File: src/rtl/rice_core_if_stage.sv
// Instruction fetch stage: credit-limited word requests, in-order response buffer, registered result to decode.
// Optional RICE_CORE_IF_FETCH_ERROR_EN carries a per-instruction fetch error bit alongside each result.

module rice_core_if_stage #(
    parameter int unsigned     XLEN         = 32,
    parameter logic [XLEN-1:0] RESET_VECTOR = '0,
    parameter int unsigned     FIFO_DEPTH   = 2
) (
    input  logic            i_clk,
    input  logic            i_rst,
    input  logic            i_enable,
    input  logic            i_flush,
    input  logic [XLEN-1:0] i_flush_pc,
    input  logic            i_stall,
    output logic            o_inst_req_valid,
    input  logic            i_inst_req_ready,
    output logic [XLEN-1:0] o_inst_req_addr,
    input  logic            i_inst_resp_valid,
    input  logic [31:0]     i_inst_resp_data,
`ifdef RICE_CORE_IF_FETCH_ERROR_EN
    input  logic            i_inst_resp_error,
    output logic            o_if_fetch_error,
`endif
    output logic            o_if_valid,
    output logic [XLEN-1:0] o_if_pc,
    output logic [31:0]     o_if_inst
);

    localparam int unsigned CNT_W = $clog2(FIFO_DEPTH + 1);
    localparam int unsigned PTR_W = (FIFO_DEPTH > 1) ? $clog2(FIFO_DEPTH) : 1;

    logic [XLEN-1:0]  pc;
    logic [XLEN-1:0]  resp_pc;
    logic [CNT_W-1:0] fifo_count;
    logic [CNT_W-1:0] outstanding;
    logic [CNT_W-1:0] discard;
    logic [PTR_W-1:0] rd_ptr;
    logic [PTR_W-1:0] wr_ptr;

    logic [XLEN-1:0]  fifo_pc   [FIFO_DEPTH];
    logic [31:0]      fifo_inst [FIFO_DEPTH];
`ifdef RICE_CORE_IF_FETCH_ERROR_EN
    logic             fifo_err  [FIFO_DEPTH];
`endif

    logic [CNT_W:0]   in_use;
    logic             req_valid;
    logic             fire;
    logic             keep;
    logic             load;
    logic             fifo_empty;
    logic             pop;
    logic             bypass;
    logic             push;

    function automatic logic [PTR_W-1:0] ptr_inc(input logic [PTR_W-1:0] p);
        if (p == PTR_W'(FIFO_DEPTH - 1)) begin
            return '0;
        end
        return p + PTR_W'(1);
    endfunction

    // Request credit, response disposition and result-load decisions.
    always_comb begin
        in_use     = (CNT_W + 1)'(fifo_count) + (CNT_W + 1)'(outstanding);
        req_valid  = !i_rst && i_enable && !i_flush && (in_use < (CNT_W + 1)'(FIFO_DEPTH));
        fire       = req_valid && i_inst_req_ready;
        keep       = i_inst_resp_valid && !i_flush && (discard == '0);
        load       = (!o_if_valid || !i_stall) && i_enable && !i_flush;
        fifo_empty = (fifo_count == '0);
        pop        = load && !fifo_empty;
        bypass     = load && fifo_empty && keep;
        push       = keep && !bypass;
    end

    assign o_inst_req_valid = req_valid;
    assign o_inst_req_addr  = pc;

    // Buffer storage carries no reset; occupancy is tracked by fifo_count.
    always_ff @(posedge i_clk) begin
        if (push) begin
            fifo_pc[wr_ptr]   <= resp_pc;
            fifo_inst[wr_ptr] <= i_inst_resp_data;
`ifdef RICE_CORE_IF_FETCH_ERROR_EN
            fifo_err[wr_ptr]  <= i_inst_resp_error;
`endif
        end
    end

    always_ff @(posedge i_clk) begin
        if (i_rst) begin
            pc          <= RESET_VECTOR;
            resp_pc     <= RESET_VECTOR;
            fifo_count  <= '0;
            outstanding <= '0;
            discard     <= '0;
            rd_ptr      <= '0;
            wr_ptr      <= '0;
            o_if_valid  <= 1'b0;
            o_if_pc     <= '0;
            o_if_inst   <= '0;
`ifdef RICE_CORE_IF_FETCH_ERROR_EN
            o_if_fetch_error <= 1'b0;
`endif
        end else begin
            outstanding <= outstanding + CNT_W'(fire) - CNT_W'(i_inst_resp_valid);
            if (i_flush) begin
                // Everything still in flight after this cycle belongs to the old stream.
                pc         <= i_flush_pc & ~XLEN'(3);
                resp_pc    <= i_flush_pc & ~XLEN'(3);
                discard    <= outstanding - CNT_W'(i_inst_resp_valid);
                fifo_count <= '0;
                rd_ptr     <= '0;
                wr_ptr     <= '0;
                o_if_valid <= 1'b0;
`ifdef RICE_CORE_IF_FETCH_ERROR_EN
                o_if_fetch_error <= 1'b0;
`endif
            end else begin
                if (fire) begin
                    pc <= pc + XLEN'(4);
                end
                if (i_inst_resp_valid && (discard != '0)) begin
                    discard <= discard - CNT_W'(1);
                end
                if (keep) begin
                    resp_pc <= resp_pc + XLEN'(4);
                end
                if (push) begin
                    wr_ptr <= ptr_inc(wr_ptr);
                end
                if (pop) begin
                    rd_ptr <= ptr_inc(rd_ptr);
                end
                fifo_count <= fifo_count + CNT_W'(push) - CNT_W'(pop);

                if (load) begin
                    o_if_valid <= pop || bypass;
                    if (pop) begin
                        o_if_pc   <= fifo_pc[rd_ptr];
                        o_if_inst <= fifo_inst[rd_ptr];
`ifdef RICE_CORE_IF_FETCH_ERROR_EN
                        o_if_fetch_error <= fifo_err[rd_ptr];
`endif
                    end else if (bypass) begin
                        o_if_pc   <= resp_pc;
                        o_if_inst <= i_inst_resp_data;
`ifdef RICE_CORE_IF_FETCH_ERROR_EN
                        o_if_fetch_error <= i_inst_resp_error;
`endif
                    end
                end else if (!i_enable) begin
                    o_if_valid <= 1'b0;
                end
            end
        end
    end

endmodule

File: config.mk
export PLATFORM = sky130hd
export DESIGN_NAME = rice_core_if_stage
export DESIGN_NICKNAME = d
export VERILOG_FILES = /design/src/rtl/rice_core_if_stage.sv
export SDC_FILE = /design/constraint.sdc
export NUM_CORES = 1
export LEC_CHECK = 0
export CAP_MARGIN = 20
export CORE_UTILIZATION = 25
export DETAILED_ROUTE_END_ITERATION = 8
export PLACE_DENSITY = 0.47
export SLEW_MARGIN = 10
export SYNTH_ARGS = -nofsm -noshare
export SYNTH_HDL_FRONTEND = slang
export SYNTH_SLANG_ARGS = --single-unit
File: constraint.sdc
create_clock -name i_clk -period 5.8 [get_ports i_clk]
set_input_delay 0.58 -clock i_clk [delete_from_list [all_inputs] [get_ports i_clk]]
set_output_delay 0.58 -clock i_clk [all_outputs]
set_load 0.005 [all_outputs]
* Word level (Yosys, flattened, before mapping)
Memories as Yosys holds them, arrays and structs flattened. A register that Yosys moved wholly into a read port is not among the register bits.
Cells that the tools add are included.
** Word-level totals
- Register bits :: 137
- Memory bits (writable) :: 128
- Bits of input ports :: 71
- Logic and storage cells :: 88
- Memories :: 2
** Memories
- fifo_inst :: depth 2, bits a word 32, rd ports 1, clocked after Yosys merged registers in 1, wr ports 1, RTL line 41 : logic [31:0] fifo_inst [FIFO_DEPTH];
- fifo_pc :: depth 2, bits a word 32, rd ports 1, clocked after Yosys merged registers in 1, wr ports 1, RTL line 40 : logic [XLEN-1:0] fifo_pc [FIFO_DEPTH];
** Operators by class
- Add/sub/neg operators :: 11
- $lt $le $gt $ge :: 1
- Equal/unequal tests :: 1
- Mux-type cells :: 30
- Bitwise logic cells :: 1
- Reductions and logical operators :: 30
** Operators with widths (number)
- 32-bit 2-to-1 mux :: 8
- 32-bit by 3-bit adder with 32-bit output, second input constant :: 2
- 1-bit 2-to-1 mux :: 20
- 1-bit logical AND :: 13
- 2-bit nonzero test :: 5
- 1-bit logical NOT :: 6
- 2-bit by 1-bit subtractor with 2-bit output :: 3
- 2-bit by 1-bit adder with 2-bit output :: 2
- 2-bit logical NOT :: 2
- 2-bit 2-to-1 mux :: 2
- 2-bit by 2-bit adder with 3-bit output :: 1
- 3-bit by 2-bit less-than comparator with 1-bit output, second input constant :: 1
- 3-bit AND reduction :: 1
- 1-bit adder, second input constant :: 2
- 1-bit logical OR :: 2
- 2-bit by 1-bit inequality test with 1-bit output, second input constant :: 1
- 2-bit OR reduction :: 1
- 2-bit by 1-bit subtractor with 2-bit output, second input constant :: 1
- 1-bit NOT :: 1

* Depth between registers and ports, before layout
- Word-level depth :: 12
- Gate-level depth with buffers :: 13
- Mapped depth without buffers :: 11

* Worst setup path before layout
Ideal clock, no wire load.
- Path type :: in2reg
- From :: in i_flush
- To :: mem fifo_inst[0][0] (enable)
- Setup time :: 0.482 ns
- Data arrival time :: 3.611 ns
- Setup slack :: 1.707 ns
- Stages :: 4
- Path buffers :: 1
- Cells stage by stage :: buf_2 -> nor2_1 -> o31ai_1 -> nor2_1
** On the way
- Word-level cells in the longest chain between the ends :: 8
** RTL lines
- from (decl) :: RTL line 12 : input logic i_flush,
- 1-bit logical NOT (*) :: RTL line 68, 69
- 1-bit logical AND (on tied branches) :: RTL line 69, 68
- 1-bit logical AND (on tied branches) :: RTL line 72, 68
- 1-bit logical AND :: RTL line 72 : bypass = load && fifo_empty && keep;
- 1-bit logical NOT :: RTL line 73 : push = keep && !bypass;
- 1-bit logical AND (*) :: RTL line 73
- 1-bit 2-to-1 mux (*) :: RTL line 81 : if (push) begin
- 1-bit 2-to-1 mux (not written as such) (*) :: RTL line 83 : fifo_inst[wr_ptr] <= i_inst_resp_data;
- to (decl) :: RTL line 41
Every way passes the cells marked *; elsewhere a longest branch is shown, timed or not.

* Final worst setup path
- From :: reg fifo_count[0]
- To :: reg outstanding[1]
** On the way
- Word-level cells in the longest chain between the ends :: 6
** RTL lines
- from (decl) :: RTL line 34 : logic [CNT_W-1:0] fifo_count;
- from (signal assigned) :: RTL line 135 : fifo_count <= fifo_count + CNT_W'(push) - CNT_W'(pop);
- 2-bit by 2-bit adder with 3-bit output :: RTL line 65 : in_use = (CNT_W + 1)'(fifo_count) + (CNT_W + 1)'(outstanding);
- 3-bit by 2-bit less-than comparator with 1-bit output :: RTL line 66 : req_valid = !i_rst && i_enable && !i_flush && (in_use < (CNT_W + 1)'(FIFO_DEPTH));
- 1-bit logical AND :: RTL line 66
- 1-bit logical AND :: RTL line 67 : fire = req_valid && i_inst_req_ready;
- 2-bit by 1-bit adder with 2-bit output :: RTL line 106 : outstanding <= outstanding + CNT_W'(fire) - CNT_W'(i_inst_resp_valid);
- 2-bit by 1-bit subtractor with 2-bit output :: RTL line 106
- to (signal assigned) :: RTL line 106
- to (decl) :: RTL line 35 : logic [CNT_W-1:0] outstanding;
Every way passes these cells.
A chain may end at the register's enable or synchronous reset.

==> impl_results.md <==
- R2R Setup Slk: 2.54 ns
- Area of the core: 44200 um2
- Largest net degree at the start of global routing: 88
- Setup CP Type: reg -> reg
- Final cell count without fillers: 1719
- Row count: 77
- FF-to-FF Start: fifo_count[0]$_SDFF_PP0_
- Fillers: 4473
- Netlist cell types: 59
- Area growth syn-to-layout: 27.6%
- Hold_buf cts: 0
- Initial Util: 0.253
- Synth Instances: 975
- Clock slew at reported path FFs: 0.06 ns
- YS warnings: 0
- Synth top cells by count: a211oi_1 (142), dfxtp_1 (132), edfxtp_1 (124), nor2b_1 (65), mux2i_1 (63)
- Final setup fails: 0
- H-tree depth: 1
- Ys flop type: dfxtp_1
- Critical path endpoint category: register
- Register area: 6370 um2
- Max_cap viols: 0
- Post-DP Area: 13300 um2
- Post-placement cell count: 1663
- Grt total ovfl: 0
- Syn Area/Cell: 11.5 um2
- Post-route cell area: 14300 um2
- Antenna violations before repair: 0
- Cell Area, Synth: 11200 um2
- Ant. Diodes: 0
- Seq cells post-synth: 256
- Die ar.: 45600 um2
- WL final: 30400 um
- Slowest CP cell: and4_1
- CP max FO: 39
- Post-place setup slack: 2.18 ns
- Path depth of the worst reg2reg path: 10
- Ys async rst share: 0
- CTS tree: done
- Min Hold Slack: 0.511 ns
- GRT Total Usage: 0.133
- Avg WL per Cell: 17.7 um
- Io pins: 169
- Die height: 214 um
- Clk_lat worst skew: 0.55 ns
- Pre-Repair DR Iteration Count: 4
- CTS buffer count: 31
- WP data required: 6.23 ns
- Worst Setup Start Kind: register
- Worst hold path type: reg -> reg
- HPWL after DPL: 19200 um
- Residual DRC: 0
- Top post-synthesis cells by area: edfxtp_1 (33%), dfxtp_1 (24%), a211oi_1 (9.5%)
- 1st-iter DRT viols: 380
- Lkg Pwr: 4.95 nW
- # Post-CTS Setup Buffers: 0
- Post-CTS resize count: 0
- Fmax: 0.307 GHz
- Worst hold start: o_if_valid$_SDFFE_PP0P_
- Status: completed
- CTS Sinks: 256
- Leading area contributor after synthesis: edfxtp_1
- Clock Path Buffers: 3
- Skew final: 0.00759 ns
- Register area share after synthesis: 0.569
- Fin. max-slew vios: 0
- Proportion of layout cells with a drive suffix above 1: 0.0745
- Combinational power share: 0.077
- Core Util, Final: 0.323
- Seq pwr share: 0.484
- Via density: 4.67
- Placer congestion estimate: 0.759
- Slew HR: 0.297
- Multi-input gate area: 4470 um2
- Worst Hold Path Cells: 2
- Cell Pwr Density: 294 nW/um2
- CTS root buf: clkbuf_16
- Cell chain of the critical path: and2_1 > fa_1 > nor2_1 > and4_1 > inv_2 > ha_1 > inv_1 > ha_1 > xnor2_1 > nor2_1
- Post-synth EDFFs: 124
- Hold Crit Endpoint: o_if_valid$_SDFFE_PP0P_
- Slew @ Worst Pin: 1.05 ns
- Post-synth top area share: 0.333
- Antenna-violating nets left: 0
- P_sw: 0.972 mW
- Setup_tns: 0 ns
- CP arrival: 3.68 ns
- Hold Fails Final Rpt: 0
- Worst vdd ir: 0.207 mV
- I/O Buffers: 162
- Worst r2r dst: outstanding[1]$_SDFF_PP0_
- RSZ-0062 raised after global routing: no
- Design internal power: 3.22 mW
- Nets: 1184
- Vias: 8033
- Total Power: 4.19 mW
- Die width: 214 um
- Switching Fraction: 0.232
- Final Cycle Share: 0.562
- Worst setup margin: 2.54 ns
- Count leader, synth: a211oi_1
- Min Tclk post-route: 3.26 ns
- Clock power frac: 0.440
- Delay of the slowest critical-path stage: 0.72 ns
- First-pass GRT wire length: 46600 um
- Vias in the first global route: 7701
[cell families after synthesis]
family / share of synthesized area
and+or+nand+nor: 0.146
DFF: 0.569
AOI/OAI and AO/OA: 0.146
buffers and inverters: 0.0352
muxes: 0.0584
xor gates and xnor gates: 0.0337
adders and majority gates: 0.0107
other: 0.000335
[worst max path at each step]
| stage | start | end | slack (ns) |
|---|---|---|---|
| 2_1_floorplan | i_flush | fifo_inst[0][0]$_DFFE_PP_ | 1.71 |
| 3_3_place_gp | i_flush | fifo_count[1]$_SDFF_PP0_ | 2.24 |
| 3_5_place_dp | i_inst_resp_valid | o_if_inst[12]$_SDFFE_PP0P_ | 2.18 |
| 4_1_cts | fifo_count[0]$_SDFF_PP0_ | outstanding[1]$_SDFF_PP0_ | 2.53 |
| 5_1_grt | fifo_count[0]$_SDFF_PP0_ | outstanding[1]$_SDFF_PP0_ | 2.30 |
| 6_report | fifo_count[0]$_SDFF_PP0_ | outstanding[1]$_SDFF_PP0_ | 2.54 |
[per-layer routing]
metal	share of wire	vias up	GRT usage
li1	-	3933	-
met1	0.51	3920	0.194
met2	0.43	151	0.200
met3	0.047	29	0.0246
met4	0.017	0	0.0340
met5	0	-	0
[layout by cell type (no fill, tap or decap), types with 22 or more instances in the layout]
| cell | netlist | final |
|---|---|---|
| clkdlybuf4s50_1 | 0 | 160 |
| a211oi_1 | 142 | 142 |
| dfxtp_1 | 132 | 131 |
| edfxtp_1 | 124 | 124 |
| nor2b_1 | 65 | 65 |
| mux2i_1 | 63 | 63 |
| nand2_1 | 46 | 46 |
| nor2_1 | 46 | 44 |
| clkbuf_16 | 0 | 32 |
| xnor2_1 | 28 | 28 |
| a31oi_1 | 23 | 23 |
| a21oi_1 | 22 | 22 |
| nand3_1 | 23 | 22 |
[worst max-delay path: cells and delay by family, from the launching register on]
family                     cells  cell delay, ns
buffers and inverters          2            0.53
DFF                            1            0.37
adders and majority gates      3            1.02
and+or+nand+nor                4            1.06
xor gates and xnor gates       1            0.15
[power groups by stage]
stage               clock network, mW  registers [mW]  logic, mW
floorplan                           0            2.05      0.165
global placement                    0            2.07      0.322
detailed placement                  0            2.07      0.326
CTS                              1.92            2.03      0.328
global route                     1.99            2.04      0.356
finish                           1.84            2.03      0.321
[cell type report]
class                      count  area share
clock buffer                  48      0.0652
clock inverter                 8     0.00307
inverter                      13     0.00342
multi-input combinational    632       0.313
sequential                   256       0.446
tap                          592      0.0519
timing repair buffer         170       0.117
[flip-flops by register name, summed over array words and instances, names as in the netlist, named ones only]
| name | cells |
|---|---|
| fifo_inst | 64 |
| fifo_pc | 60 |
| o_if_inst | 32 |
| o_if_pc | 30 |
| o_inst_req_addr | 30 |
| resp_pc | 30 |
| discard | 2 |
| fifo_count | 2 |
| outstanding | 2 |
| o_if_valid | 1 |
| rd_ptr | 1 |
| wr_ptr | 1 |
(Power assumes the default switching activity.)
